## src/rtl/ext_pkg.sv

```systemverilog
// ext_pkg: shared widths, requester id and enums for the extension arbiter
package ext_pkg;
  localparam int DW = 12;
  localparam int OW = 32;
  typedef logic req_id_t;
  typedef enum logic {EXT_ZERO, EXT_SIGN} ext_mode_e;
  typedef enum logic {EMPTY, FULL} res_state_e;
endpackage

```

## src/rtl/ext_unit.sv

```systemverilog
// ext_unit: combinational DW->OW extender (data, mode in; result out)
module ext_unit import ext_pkg::*; (
  input  logic [DW-1:0] data,
  input  ext_mode_e     mode,
  output logic [OW-1:0] result
);
  assign result = {{(OW-DW){mode == EXT_SIGN && data[DW-1]}}, data};
endmodule

```

## src/rtl/ext_arbiter.sv

```systemverilog
// ext_arbiter: round-robin arbiter for two requesters (reqX valid/ready/data/signed) into one extender with a one-entry result register (res valid/ready/data/id)
module ext_arbiter import ext_pkg::*; (
  input  logic          clk,
  input  logic          rst,
  input  logic          req0_valid,
  output logic          req0_ready,
  input  logic [DW-1:0] req0_data,
  input  logic          req0_signed,
  input  logic          req1_valid,
  output logic          req1_ready,
  input  logic [DW-1:0] req1_data,
  input  logic          req1_signed,
  output logic          res_valid,
  input  logic          res_ready,
  output logic [OW-1:0] res_data,
  output logic          res_id
);
  res_state_e    state, next_state;
  req_id_t       last_grant, grant;
  logic          free, accept;
  logic [DW-1:0] sel_data;
  logic [OW-1:0] ext_res;
  ext_mode_e     sel_mode;
  assign res_valid = state == FULL;
  assign free = !res_valid || res_ready;
  always_comb begin
    grant = (req0_valid && req1_valid) ? !last_grant : req1_valid;
    accept = !rst && free && (req0_valid || req1_valid);
    req0_ready = accept && !grant;
    req1_ready = accept && grant;
    sel_data = grant ? req1_data : req0_data;
    sel_mode = ext_mode_e'(grant ? req1_signed : req0_signed);
    next_state = accept ? FULL : (res_valid && res_ready) ? EMPTY : state;
  end
  ext_unit u_ext (
    .data   (sel_data),
    .mode   (sel_mode),
    .result (ext_res)
  );
  always_ff @(posedge clk) begin
    if (rst) begin
      state      <= EMPTY;
      res_data   <= '0;
      res_id     <= 1'b0;
      last_grant <= 1'b1;
    end else begin
      state <= next_state;
      if (accept) begin
        res_data   <= ext_res;
        res_id     <= grant;
        last_grant <= grant;
      end
    end
  end
endmodule

```

## config.mk

```make
export PLATFORM = sky130hd
export DESIGN_NAME = ext_arbiter
export DESIGN_NICKNAME = d
export VERILOG_FILES = /design/src/rtl/ext_pkg.sv /design/src/rtl/ext_unit.sv /design/src/rtl/ext_arbiter.sv
export SDC_FILE = /design/constraint.sdc
export NUM_CORES = 1
export LEC_CHECK = 0
export ABC_AREA = 1
export ABC_CLOCK_PERIOD_IN_PS = 1300
export CAP_MARGIN = 25
export CELL_PAD_IN_SITES_DETAIL_PLACEMENT = 1
export CELL_PAD_IN_SITES_GLOBAL_PLACEMENT = 1
export CORE_ASPECT_RATIO = 1.2
export CORE_MARGIN = 1.5
export CORE_UTILIZATION = 39
export DETAILED_ROUTE_END_ITERATION = 10
export DONT_BUFFER_PORTS = 1
export PLACE_DENSITY = 0.72
export SLEW_MARGIN = 20
export SYNTH_ARGS = -nofsm -noshare
export SYNTH_HDL_FRONTEND = slang
export SYNTH_SLANG_ARGS = --single-unit
```

## constraint.sdc

```tcl
create_clock -name clk -period 1.3 [get_ports clk]
set_input_delay 0.26 -clock clk [delete_from_list [all_inputs] [get_ports clk]]
set_output_delay 0.26 -clock clk [all_outputs]
set_load 0.01 [all_outputs]
```

==> results of run 1 <==
==> layout make-up <==
| class | count | area share |
|---|---|---|
| clock buffers | 3 | 0.02381 |
| inverters | 5 | 0.02513 |
| well taps | 31 | 0.04101 |
| multi-input cells | 91 | 0.4577 |
| flip-flops and latches | 16 | 0.3413 |
| repair buffers | 9 | 0.1111 |
==> routing by layer <==
layer	track usage	vias up
met5	0	-
met4	0.06950	0
met3	0.04823	2
met2	0.3333	26
met1	0.1853	360
li1	-	377
==> synth_stat cells, drive strengths merged <==
library cell,count
dfxtp,16
nand3,4
o21ai,1
nor2,4
nand2,68
inv,5
buf,24
a21oi,14
==> state kept, by name, summed over array words and instances (netlist names) <==
register    count
res_data       13
res_id          1
res_valid       1
last_grant      1
==> metrics by stage <==
step / utilization / std cells / hold WS, ns / area [sq um] / setup TNS [ns]
after CTS: 0.3975 / 154 / 0.01329 / 907.1 / -0.1210
after floorplan: - / 136 / 0.3291 / 940.9 / 0
after global routing: 0.4145 / 155 / 0.003506 / 945.9 / -0.3443
after detailed placement: 0.3723 / 149 / 0.3257 / 849.6 / 0
after global placement: 0.3723 / 149 / 0.3260 / 849.6 / 0
final: 0.4145 / 155 / 0.02798 / 945.9 / -0.03742
==> power by group <==
| group | switching [mW] | total, mW | internal [mW] |
|---|---|---|---|
| sequential | 0.0341 | 0.556 | 0.522 |
| clock | 0.155 | 0.262 | 0.107 |
| combinational | 0.134 | 0.225 | 0.0903 |
| total | 0.323 | 1.04 | 0.720 |
==> repair_timing <==
action	CTS	global route
pin swaps	3	2
resized for setup	10	4
cloned	0	1
buffers inserted	2	0
endpoints found under the setup margin	2	14
==> cell families after synthesis <==
kind of cell / count (synthesis) / synth area share
flip-flops: 16 / 0.3404
AO/OA/AOI/OAI: 15 / 0.1117
AND/OR/NAND/NOR: 76 / 0.3245
buffers and inverters: 29 / 0.2234
==> worst paths after layout <==
path	startpoint	depth (start not counted)	slack (ns)	end
worst min-delay path	rst	1	0.03	res_valid
worst min register to register	res_valid	2	0.48	res_valid
worst max-delay path	res_valid	5	-0.03	req0_ready
worst max register to register	res_valid	8	0.06	res_data[3]
==> flow_summary_export.csv, run 1 <==
group,metric,value,unit
power_and_ir_drop,finalPower,1.043,mW
synth,yosysSeqAreaShare,0.3404,
drt,wl_met3,152,um
sta,relSlewSlack,0.8686,
synth,syn_nets,167,
layout,area_growth,0.5319,%
setup_path,path_class,"reg -> out",
sta,rsz0062_at_grt,"yes",
setup_path,cp.required,1.04,ns
synth,synth_top_area_cell,"dfxtp_1",
setup_path,cp_max_fo,3,
synth,syn_avg_cell_area,6.918,sq um
worst_hold_path,min_path_type,"in -> reg",
grt,grt_pass1_vias,769,
synth,synth.area.top_cells,"dfxtp_1, nand2_1, buf_4, a21oi_2, buf_6",
clock_tree,clk_latency,0.28,ns
clock_tree,cts.clk_slew.worst_paths,0.10,ns
layout,layout_commonest_cell,"nand2_1",
grt,grtUsageTotal,0.1839,
clock_tree,cts.sinks,16,
drt,drt_iter0_drc,11,
setup_path,timing.critical_path.buf_inv,1,
floorplan,core_area,0.002282,sq mm
layout,nNetsFinal,157,
grt,antenna_found_initial,0,
synth,syn_area,940.9,sq um
sta,hold_viol_final,0,
setup_path,worstPathCellList,"nand2_2, nand2_2, nor2_4, inv_4, nor2_4",
sta,fmax,754.5,MHz
outcome,violations,"negative setup slack",
layout,drive_gt1_frac,0.2903,
drt,drc,0,
floorplan,die-height,56.81,um
clock_tree,cts.htree.levels,1,
synth,synth_cells,136,
layout,regArea,322.8,sq um
clock_tree,cts-root-buf,"clkbuf_4",
synth,synth-seq-cells,16,
setup_path,cp-end-kind,"primary output",
drt,top_layer,"met4",
drt,vias,765,
setup_path,crit_family,"simple AND/OR/NAND/NOR gates",
sta,setup_viol,2,
synth,ys_types,16,
sta,period_minus_slack,1.325,ns
clock_tree,hold_buffers,0,
setup_path,cp-start-kind,"flop",
floorplan,rows,19,
outcome,status,"complete, but fails checks",
power_and_ir_drop,vdd_drop_max,0.5298,mV
floorplan,start_util,0.4123,
sta,drv_slew,0,
placement,finalWeightedCongestion,0.7070,
drt,drtPass1Iterations,3,
placement,hpwl,1644,um
synth,synth_warnings,0,
floorplan,dieArea,0.002718,sq mm
grt,grt_pass1_wl,3546,um
clock_tree,cts_max_path_buffers,2,
power_and_ir_drop,p_per_area,1103,mW/mm^2
drt,dr_wl_met2,1365,um
drt,met1_length,832,um
layout,final_cell_mix,"nand2_1, dfxtp_1, a21oi_2",
drt,post_drt_wl_per_cell,15.26,um
clock_tree,cts_tree,"done",
layout,multi_input_area,432.9,sq um
drt,drtAntennaViolNets,0,
job,cap_violations,0,
grt,grt_remaining_overflow,0,
sta,fin_ws,-0.02535,ns
grt,grt_max_degree,21,
drt,vias_per_cell,4.935,
placement,pre_cts_slack,0.1204,ns
placement,io_buffers,0,
setup_path,cp_slowest_cell,"dfxtp_2",
drt,routed_wl,2365,um
sta,final.setup_skew,0.004153,ns
sta,timing.final.crit_share,1.020,
setup_path,worst_ep_arrival_time,1.07,ns
sta,tightest_slew,0.1969,ns
setup_path,worst_path_largest_cell_delay,0.34,ns
floorplan,io_pins,67,
power_and_ir_drop,power_leakage,0.4180,nW
synth,yosysTopAreaCellShare,0.3404,
layout,antennaDiodeCount,0,
clock_tree,cts_made_buffers,3,
layout,nFillCells,324,
floorplan,dieWidth,47.84,um
Note: power is estimated with default switching activity, not from simulation.
==> inputs of run 2 (changes only) <==
- SKIP_LAST_GASP: unset -> 1
==> run 2 against run 1 <==
Compared with the run above: the flow still finishes with violations (negative setup slack); count of clock-buffer cells in the layout unchanged; cell count did not move; first-iteration DRC count unchanged; largest cell class unchanged; sequential share of layout area is the same; critical path type unchanged.
==> flow_summary_export.csv, run 2 (synthesized netlist as in run 1, its figures left out) <==
group,metric,value,unit
outcome,status,"complete, but fails checks",
outcome,violations,"negative setup slack",
power_and_ir_drop,vdd_drop_max,0.5315,mV
drt,vias,768,
setup_path,worst_path_largest_cell_delay,0.34,ns
layout,largest_register_ffs,13,
layout,top_register,"res_data",
placement,hpwl,1644,um
placement,io_buffers,0,
grt,grt_max_degree,21,
setup_path,cp-start-kind,"flop",
power_and_ir_drop,finalPower,1.043,mW
layout,drive_gt1_frac,0.2903,
grt,grt_pass1_vias,769,
setup_path,cp-end-kind,"primary output",
sta,rsz0062_at_grt,"yes",
drt,drt_iter0_drc,11,
grt,grt_pass1_wl,3553,um
placement,placed_area,849.6,sq um
placement,pre_cts_slack,0.1204,ns
drt,drtPass1Iterations,2,
clock_tree,cts_max_path_buffers,2,
drt,drtAntennaViolNets,0,
floorplan,dieArea,0.002718,sq mm
layout,layout_commonest_cell,"nand2_1",
setup_path,worstPathCellList,"nand2_2, nand2_2, nor2_4, inv_4, nor2_4",
floorplan,start_util,0.4123,
sta,fin_ws,-0.01593,ns
floorplan,rows,19,
setup_path,timing.critical_path.buf_inv,1,
drt,post_drt_wl_per_cell,15.19,um
setup_path,cp_slowest_cell,"dfxtp_2",
power_and_ir_drop,power_leakage,0.4180,nW
drt,drc,0,
sta,hold_viol_final,0,
sta,drv_slew,0,
setup_path,worst_ep_arrival_time,1.06,ns
clock_tree,cts.sinks,16,
placement,finalWeightedCongestion,0.7070,
grt,antenna_found_initial,0,
floorplan,dieWidth,47.84,um
grt,grtUsageTotal,0.1845,
grt,grt_remaining_overflow,0,
sta,setup_viol,2,
worst_hold_path,min_path_type,"in -> reg",
sta,final.setup_skew,0.005313,ns
clock_tree,cts.clk_slew.worst_paths,0.10,ns
clock_tree,hold_buffers,0,
floorplan,die-height,56.81,um
layout,nNetsFinal,157,
drt,vias_per_cell,4.955,
clock_tree,cts_tree,"done",
layout,layout.cells.non_filler,155,
layout,antennaDiodeCount,0,
sta,tightest_slew,0.2026,ns
sta,relSlewSlack,0.8647,
sta,timing.final.crit_share,1.012,
layout,final_cell_mix,"nand2_1, dfxtp_1, a21oi_2",
setup_path,crit_family,"simple AND/OR/NAND/NOR gates",
clock_tree,cts-root-buf,"clkbuf_4",
job,cap_violations,0,
layout,final_core_util,0.4145,
setup_path,path_class,"reg -> out",
clock_tree,cts_made_buffers,3,
floorplan,io_pins,67,
floorplan,core_area,0.002282,sq mm
setup_path,cp.required,1.04,ns
layout,area_growth,0.5319,%
power_and_ir_drop,p_per_area,1103,mW/mm^2
clock_tree,clk_latency,0.28,ns
sta,period_minus_slack,1.316,ns
clock_tree,cts.htree.levels,1,
layout,finalInstanceArea,945.9,sq um
drt,routed_wl,2355,um
setup_path,cp_max_fo,3,
placement,dp_cells,149,
sta,fmax,759.9,MHz
[run 2: cell counts in the layout (fill, tap and decap cells not counted)]
Identical to the previous run, type by type.
[run 2: power breakdown]
| part | total (mW) | internal, mW | switching (mW) |
|---|---|---|---|
| Combinational | 0.224 | 0.0903 | 0.134 |
| Clock | 0.262 | 0.107 | 0.155 |
| Sequential | 0.556 | 0.522 | 0.0344 |
| Total | 1.04 | 0.720 | 0.323 |
[run 2: final cells by class]
type                            count  area (sq um)
Sequential cell                    16         322.8
Tap cell                           31         38.79
Inverter                            5         23.77
Clock buffer                        3         22.52
Multi-Input combinational cell     91         432.9
Fill cell                         323          1336
Timing Repair Buffer                9         105.1
[run 2: final timing paths]
| path | start | endpoint | slack [ns] | cells after the start |
|---|---|---|---|---|
| worst max-delay path | res_valid | req0_ready | -0.02 | 5 |
| worst min-delay path | rst | res_data[1] | 0.02 | 1 |
| worst max register to register | res_valid | res_data[3] | 0.05 | 8 |
| worst min register to register | res_valid | res_valid | 0.49 | 2 |
[run 2: stage by stage]
stage                     setup TNS [ns]  hold WS (ns)
after floorplan                        0        0.3291
after global placement                 0        0.3260
after detailed placement               0        0.3257
after CTS                        -0.1661       0.01329
after global routing             -0.2698      0.003506
final                           -0.01896       0.02324
[run 2: layer usage]
| metal | GRT usage | vias up | part of all wire |
|---|---|---|---|
| met5 | 0 | - | 0 |
| met4 | 0.06950 | 0 | 0.0064 |
| met3 | 0.04823 | 2 | 0.055 |
| met2 | 0.3352 | 26 | 0.57 |
| met1 | 0.1853 | 363 | 0.37 |
| li1 | - | 377 | - |
[run 2: what timing repair did]
item	in CTS	in global routing
pin swaps	3	2
setup buffers	2	0
gates resized for setup	8	6
gates cloned	0	1
endpoints found under the setup margin	2	14
==> inputs of run 3 (changes only) <==
- MAX_ROUTING_LAYER: unset -> met4
==> run 3 against run 2 <==
Compared with the run above: the flow still finishes with violations (negative setup slack); largest cell class unchanged; die area is the same; utilization is the same; critical endpoint unchanged; worst hold slack is essentially flat; clock skew is essentially flat; largest power group unchanged.
==> flow_summary_export.csv, run 3 (synthesized netlist as in run 1, its figures left out) <==
group,metric,value,unit
setup_path,cp-end-kind,"primary output",
grt,grt_use_met2,0.3352,
grt,groute.layer.met1.usage,0.1892,
floorplan,io_pins,67,
floorplan,rows,19,
power_and_ir_drop,p_sw,0.3230,mW
layout,layout_commonest_cell,"nand2_1",
layout,largest_register_ffs,13,
sta,period_minus_slack,1.316,ns
grt,use_met3,0.04180,
sta,final.setup_skew,0.005676,ns
grt,grt-busiest-layer,"met2",
sta,relSlewSlack,0.8647,
setup_path,path_class,"reg -> out",
power_and_ir_drop,p_int,0.7197,mW
setup_path,cp-start-kind,"flop",
placement,placed_area,849.6,sq um
floorplan,start_util,0.4123,
layout,finalInstanceArea,945.9,sq um
clock_tree,cts_max_path_buffers,2,
layout,nNetsFinal,157,
sta,whs,0.02324,ns
grt,grtUsageTotal,0.1891,
placement,io_buffers,0,
sta,tns,-0.01896,ns
clock_tree,cts-root-buf,"clkbuf_4",
power_and_ir_drop,vdd_drop_max,0.5315,mV
layout,area_growth,0.5319,%
drt,drt_iter0_drc,10,
clock_tree,clk_latency,0.28,ns
drt,post_drt_wl_per_cell,15.20,um
sta,tightest_slew,0.2026,ns
layout,top_register,"res_data",
floorplan,dieArea,0.002718,sq mm
clock_tree,cts.htree.levels,1,
drt,vias,767,
clock_tree,cts.sinks,16,
power_and_ir_drop,p_per_area,1102,mW/mm^2
sta,hold_viol_final,0,
placement,finalWeightedCongestion,0.7150,
outcome,violations,"negative setup slack",
job,cap_violations,0,
grt,grt_remaining_overflow,0,
floorplan,dieWidth,47.84,um
drt,drtAntennaViolNets,0,
grt,grt_pass1_vias,773,
power_and_ir_drop,p_clk_frac,0.251,
clock_tree,cts.clk_slew.worst_paths,0.10,ns
clock_tree,hold_buffers,0,
sta,rsz0062_at_grt,"yes",
power_and_ir_drop,swShare,0.3097,
drt,drtPass1Iterations,2,
floorplan,core_area,0.002282,sq mm
outcome,status,"complete, but fails checks",
power_and_ir_drop,power_frac_seq,0.534,
sta,fin_ws,-0.01593,ns
clock_tree,cts_made_buffers,3,
layout,antennaDiodeCount,0,
sta,fmax,759.9,MHz
setup_path,cp_max_fo,3,
layout,nFillCells,323,
setup_path,cp.required,1.04,ns
worst_hold_path,min_path_type,"in -> reg",
setup_path,worst_ep_arrival_time,1.06,ns
drt,routed_wl,2356,um
layout,layout.cells.non_filler,155,
placement,dp_cells,149,
power_and_ir_drop,p_comb_frac,0.215,
power_and_ir_drop,power_leakage,0.4180,nW
sta,timing.final.crit_share,1.012,
layout,drive_gt1_frac,0.2903,
placement,hpwl,1644,um
grt,grt_pass1_wl,3553,um
grt,grt_max_degree,21,
sta,drv_slew,0,
drt,drc,0,
floorplan,die-height,56.81,um
grt,antenna_found_initial,0,
drt,vias_per_cell,4.948,
clock_tree,cts_tree,"done",
layout,final_cell_mix,"nand2_1, dfxtp_1, a21oi_2",
sta,setup_viol,2,
==> run 3: cell counts in the layout (fill, tap and decap cells not counted) <==
Identical to the previous run, type by type.
==> run 3: final cells by class <==
class                      instances  area, sq um  area share
clock buffer                       3        22.52     0.02381
tap                               31        38.79     0.04101
multi-input combinational         91        432.9      0.4577
inverter                           5        23.77     0.02513
sequential                        16        322.8      0.3413
timing repair buffer               9        105.1      0.1111
==> run 3: routing by layer <==
| metal | wire, um | vias up | share of wire |
|---|---|---|---|
| met5 | 0 | - | 0 |
| met4 | 15 | 0 | 0.0064 |
| met3 | 129 | 2 | 0.055 |
| met2 | 1335 | 26 | 0.57 |
| met1 | 875 | 362 | 0.37 |
| li1 | - | 377 | - |
==> run 3: timing repair <==
item                                    in CTS  in global routing
pin swaps                                    3                  2
setup buffers                                2                  0
endpoints found under the setup margin       2                 14
resized for setup                            8                  6
gates cloned                                 0                  1
==> run 3: final timing paths <==
check | from | endpoint | slack (ns) | cells after the start
worst max-delay path | res_valid | req0_ready | -0.02 | 5
worst min-delay path | rst | res_data[1] | 0.02 | 1
worst max register to register | res_valid | res_data[3] | 0.05 | 8
worst min register to register | res_valid | res_valid | 0.49 | 2
==> run 3: stage by stage <==
step	power [mW]	utilization	setup WS (ns)
6_report	1.043	0.4145	-0.01593
5_1_grt	1.110	0.4145	-0.09447
4_1_cts	1.039	0.3958	-0.07880
3_5_place_dp	0.7585	0.3723	0.1204
3_3_place_gp	0.7503	0.3723	0.1564
2_1_floorplan	0.7525	-	0.1058
==> run 3: power by group through the flow <==
stage | clock network, mW | logic, mW | registers, mW
floorplan | 0 | 0.188 | 0.564
global placement | 0 | 0.186 | 0.564
detailed placement | 0 | 0.193 | 0.566
CTS | 0.273 | 0.209 | 0.556
global route | 0.296 | 0.253 | 0.561
finish | 0.262 | 0.224 | 0.556
==> run 3: critical path, stage by stage, from the launching register on <==
cell and delay (ns):
dfxtp_2 0.34, nand2_2 0.07, nand2_2 0.06, nor2_4 0.14, inv_4 0.05, nor2_4 0.12
